## src/rtl/vdq_pkg.sv

```systemverilog
// Shared types and helpers for valid_data_queue and its storage.
package vdq_pkg;

  localparam int unsigned VDQ_MIN_DEPTH  = 2;
  // Upper bound on address width; pointers keep unused high bits at zero.
  localparam int unsigned VDQ_MAX_ADDR_W = 16;

  function automatic int unsigned vdq_addr_w(input int unsigned depth);
    return $clog2(depth);
  endfunction

  typedef struct packed {
    logic                      wrap;
    logic [VDQ_MAX_ADDR_W-1:0] addr;
  } vdq_ptr_t;

endpackage

```

## src/rtl/vdq_mem.sv

```systemverilog
// DEPTH x WIDTH register array: one synchronous write port, one asynchronous read port.
// Storage is deliberately not reset.
module vdq_mem #(
  parameter int unsigned DEPTH  = 4,
  parameter int unsigned WIDTH  = 8,
  parameter int unsigned ADDR_W = 2
) (
  input  logic              clk,
  input  logic              we,
  input  logic [ADDR_W-1:0] waddr,
  input  logic [WIDTH-1:0]  wdata,
  input  logic [ADDR_W-1:0] raddr,
  output logic [WIDTH-1:0]  rdata
);

  logic [WIDTH-1:0] mem [DEPTH];

  always_ff @(posedge clk) begin
    if (we) begin
      mem[waddr] <= wdata;
    end
  end

  assign rdata = mem[raddr];

endmodule

```

## src/rtl/valid_data_queue.sv

```systemverilog
// DEPTH-entry valid/ready queue with flush, occupancy count and sticky overflow flag.
// Define VDQ_BYPASS_EN to pass data_in straight to data_out while the queue is empty.
module valid_data_queue
  import vdq_pkg::*;
#(
  parameter int unsigned             BIT_OF_DATA = 8,
  parameter logic [BIT_OF_DATA-1:0]  DEF_VALUE   = '0,
  parameter int unsigned             DEPTH       = 4,
  parameter int unsigned             ADDR_W      = vdq_addr_w(DEPTH)
) (
  input  logic                   clk,
  input  logic                   rst_n,
  input  logic                   clr,
  input  logic                   in_valid,
  output logic                   in_ready,
  input  logic [BIT_OF_DATA-1:0] data_in,
  output logic                   out_valid,
  input  logic                   out_ready,
  output logic [BIT_OF_DATA-1:0] data_out,
  output logic [ADDR_W:0]        count,
  output logic                   ovf_err
);

  if (DEPTH < VDQ_MIN_DEPTH || (DEPTH & (DEPTH - 1)) != 0) begin : g_depth_check
    $error("valid_data_queue: DEPTH must be a power of 2 and at least 2");
  end

  vdq_ptr_t wr_q, wr_d, rd_q, rd_d;
  logic [ADDR_W:0] count_q, count_d;
  logic ovf_q, ovf_d;
  logic empty, full, push, pop, bypass_take;
  logic [BIT_OF_DATA-1:0] mem_rdata;

  function automatic vdq_ptr_t ptr_inc(input vdq_ptr_t p);
    vdq_ptr_t n;
    n = p;
    if (p.addr == VDQ_MAX_ADDR_W'(DEPTH - 1)) begin
      n.addr = '0;
      n.wrap = ~p.wrap;
    end else begin
      n.addr = p.addr + 1'b1;
    end
    return n;
  endfunction

  assign empty    = (wr_q == rd_q);
  assign full     = (wr_q.addr == rd_q.addr) && (wr_q.wrap != rd_q.wrap);
  assign in_ready = ~full;

`ifdef VDQ_BYPASS_EN
  // An empty queue forwards the producer word; if it is taken now it never lands in storage.
  assign bypass_take = empty & in_valid & out_ready;
  assign out_valid   = ~empty | in_valid;
  assign data_out    = !empty  ? mem_rdata :
                       in_valid ? data_in  : DEF_VALUE;
`else
  assign bypass_take = 1'b0;
  assign out_valid   = ~empty;
  assign data_out    = empty ? DEF_VALUE : mem_rdata;
`endif

  assign push = in_valid & in_ready & ~bypass_take;
  assign pop  = ~empty & out_ready;

  always_comb begin
    wr_d  = wr_q;
    rd_d  = rd_q;
    ovf_d = ovf_q | (in_valid & ~in_ready);
    if (clr) begin
      wr_d  = '0;
      rd_d  = '0;
      ovf_d = 1'b0;
    end else begin
      if (push) wr_d = ptr_inc(wr_q);
      if (pop)  rd_d = ptr_inc(rd_q);
    end
    count_d = {wr_d.wrap, wr_d.addr[ADDR_W-1:0]} - {rd_d.wrap, rd_d.addr[ADDR_W-1:0]};
  end

  always_ff @(posedge clk or negedge rst_n) begin
    if (!rst_n) begin
      wr_q    <= '0;
      rd_q    <= '0;
      count_q <= '0;
      ovf_q   <= 1'b0;
    end else begin
      wr_q    <= wr_d;
      rd_q    <= rd_d;
      count_q <= count_d;
      ovf_q   <= ovf_d;
    end
  end

  assign count   = count_q;
  assign ovf_err = ovf_q;

  vdq_mem #(
    .DEPTH  (DEPTH),
    .WIDTH  (BIT_OF_DATA),
    .ADDR_W (ADDR_W)
  ) u_mem (
    .clk   (clk),
    .we    (push & ~clr),
    .waddr (wr_q.addr[ADDR_W-1:0]),
    .wdata (data_in),
    .raddr (rd_q.addr[ADDR_W-1:0]),
    .rdata (mem_rdata)
  );

endmodule

```

## config.mk

```make
export PLATFORM = sky130hd
export DESIGN_NAME = valid_data_queue
export DESIGN_NICKNAME = d
export VERILOG_FILES = /design/src/rtl/vdq_pkg.sv /design/src/rtl/vdq_mem.sv /design/src/rtl/valid_data_queue.sv
export SDC_FILE = /design/constraint.sdc
export NUM_CORES = 1
export LEC_CHECK = 0
export ABC_AREA = 0
export CAP_MARGIN = 20
export CORE_MARGIN = 5
export CORE_UTILIZATION = 53
export DETAILED_ROUTE_END_ITERATION = 8
export GPL_TIMING_DRIVEN = 0
export PLACE_DENSITY = 0.76
export SYNTH_ARGS = -nofsm -noshare
export SYNTH_HDL_FRONTEND = slang
export SYNTH_SLANG_ARGS = --single-unit
```

## constraint.sdc

```tcl
create_clock -name clk -period 2.65 [get_ports clk]
set_clock_uncertainty 0.05 [all_clocks]
set_input_delay 0.53 -clock clk [delete_from_list [all_inputs] [get_ports clk]]
set_output_delay 0.53 -clock clk [all_outputs]
set_load 0.1 [all_outputs]
```

==> impl_metrics.ini <==
[synthesis]
synth_fp_nets = 383
synthArstFlopShare = 0.543
yosysUniqueCellTypes = 64
yosys_warnings = 0
synthFlopType = dfrtp_1
seq_area_frac_synth = 0.480
synth-edff-count = 32
synthTopCellsByArea = edfxtp_1 (24%), dfrtp_1 (24%), mux4_2 (4.5%), xor2_1 (4.2%), a21oi_1 (2.3%)
synth_largest_area_cell = edfxtp_1
synth.cell_area_um2 = 3980
synth_cells = 363
avgSynthCellArea_um2 = 11.0
synth_top_area_frac = 0.241
synth-seq-cells = 70

[timing]
hold_viol = 0
maxSlewViolCount = 0
fin_ws_ps = -225
finalCritPeriodShare = 1.08
slew_headroom = 0.350
period_minus_slack_ps = 2870
worstMarginPinSlew_ps = 972
setup_violations = 12
max_freq_ghz = 0.348
whs_ps = 229
setup_tns_ps = -1890
rsz0062_at_grt = true

[grt]
overflow = 0
grt_pass1_wl_um = 17200
grt_max_degree = 39
grt_pass1_vias = 3351
grtUsageTotal = 0.229
antenna_found_initial = 0

[clock_network]
cts_buffers = 9
ctsLongestPathBuffers = 2
holdBufCountCts = 0
clk_pin_slew_ps = 80
cts_tree = done
clock_latency_ps = 360
cts_num_sinks = 70
h-tree-depth = 3
root_buffer = clkbuf_8

[worst_setup_path]
path_buf_inv = 1
worstPathMaxFanout = 6
required_ps = 2870
crit_type = flop to flop
cp_slowest_cell = dfrtp_2
crit_family = simple AND/OR/NAND/NOR gates
path_cells = xor2_1 > nor4_2 > and4_4 > a21oi_4 > nor2_4 > buf_6 > mux2i_1 > ha_2 > fa_2 > nor2_4 > o211a_1 > a31oi_1 > o211ai_1
worst_path_most_repeated_cell = nor2_4
critPathMaxStageDelay_ps = 470
end_kind = flop
cp.arrival_ps = 3100
start_kind = flop

[cells_and_area]
diodes = 0
nNetsFinal = 445
multi_input_area_um2 = 2140
fillers = 526
post-route-util = 0.716
mostFrequentLayoutCells = buf_4 (35), edfxtp_1 (32), nor2_1 (22), dfrtp_2 (22), nand2_1 (21)
final_area_um2 = 5220
layout-drive-gt1-share = 0.377
seqCellArea_um2 = 1940
mostFrequentLayoutCell = buf_4
area_delta_synth_final_pct = 31.0

[place]
gp_congestion = 0.867
io_buffers = 26
placed_cell_area_um2 = 4440
dp_hpwl_um = 6650

[power_and_ir_drop]
swShare = 0.374
p_seq_frac = 0.377
p_leak_nw = 2.10
pwr_density_cell_nw_per_um2 = 605
vdd_drop_max_v = 0.000535
p_switching_mw = 1.18
p_clk_frac = 0.257
combPwrFrac = 0.366
p_int_mw = 1.98

[route]
wl_per_cell_um = 20.4
dr.pass1.iters = 5
ant_nets = 0
routed_wl_um = 10800
avgViaCountPerCell = 6.21
first_iter_violations = 315
drcViolationCount = 0
vias = 3285

[worst_hold_path]
hold_path.class = input pin to async pin

[floorplanning]
core_region_area_um2 = 7290
start_util = 0.546
die_h_um = 96.7
fp.dieArea_um2 = 9350
rows = 31
die_w_um = 96.7
num_io_pins = 27

[status]
outcome = finished with violations
violations = negative setup slack

[run]
cap_violations = 0
logic make-up (layout without fill, tap and decap cells):
logic type | after synthesis | in the layout | synth area share
AOI/OAI and AO/OA | 66 | 66 | 0.116
adders and majority gates | 7 | 7 | 0.0239
muxes | 10 | 10 | 0.0506
xor gates and xnor gates | 26 | 26 | 0.0609
buffers and inverters | 37 | 104 | 0.0481
DFF | 70 | 70 | 0.480
and+or+nand+nor | 147 | 147 | 0.221
final timing paths:
path                       startpoint       end  slack, ps  depth (start not counted)
setup / recovery             wr_q[14]  count[2]       -220                         13
hold / removal                  rst_n   rd_q[2]        230                          1
setup reg to reg             wr_q[14]  count[2]       -220                         13
hold reg to reg               ovf_err   ovf_err        500                          2
max in group asynchronous       rst_n   wr_q[1]       1690                          1
min in group clk              ovf_err   ovf_err        500                          2
area by class of cell:
type                       count  share of cell area
inverter                       7             0.00576
timing repair buffer          63               0.129
sequential                    70               0.372
tap                           99              0.0237
clock inverter                 7              0.0106
multi-input combinational    256               0.410
clock buffer                   9              0.0237
buffer                        18              0.0259
per-stage QoR:
step / instances / total power, mW / worst slack [ps]
final: 529 / 3.15 / -225
after global routing: 529 / 3.25 / -307
after CTS: 520 / 3.08 / -206
after detailed placement: 491 / 2.04 / -1240
after global placement: 488 / 2.03 / -1220
after floorplan: 363 / 1.83 / -235
power groups by stage:
stage                     combinational [mW]  sequential (mW)  clock (mW)
final                                   1.15             1.19       0.809
after global routing                    1.19             1.19       0.862
after CTS                               1.07             1.19       0.817
after detailed placement               0.828             1.21           0
after global placement                 0.818             1.21           0
after floorplan                        0.537             1.29           0
synthesized netlist by cell type (6+ instances only):
cell and count:
a21oi_1 18, o21ai_0 8, edfxtp_1 32, mux4_2 8
a22o_1 6, nor2b_1 10, nand2_1 23, inv_1 7
nor4b_1 7, nor2_1 24, xor2_1 19, and3_1 7
clkbuf_1 7, nor4_1 8, or3_1 9, dfrtp_1 38
and2_1 6, ha_1 6, nand4_1 10, buf_2 16
nand3_1 9, nor3_1 6
registers in the layout, summed over array words and instances (netlist names):
register and flops:
wr_q 17, rd_q 17, u_mem.mem 32, count 3
ovf_err 1
worst register-to-register path, cell delays in order (launching register included):
cell,delay [ps]
dfrtp_2,470
xor2_1,180
nor4_2,330
and4_4,330
a21oi_4,80
nor2_4,160
buf_6,130
mux2i_1,80
ha_2,190
fa_2,380
nor2_4,120
o211a_1,150
a31oi_1,40
o211ai_1,100
metal layers:
layer  GRT usage  part of all wire
met5           0                 0
met4      0.0875             0.020
met3      0.0475             0.081
met2       0.367              0.50
met1       0.305              0.40
repair_timing:
item,CTS,global route
buffers inserted,24,10
setup endpoints to repair,45,35
cloned,0,0
pin swaps,13,13
gates resized for setup,133,37
Note: power is estimated with default switching activity, not from simulation.
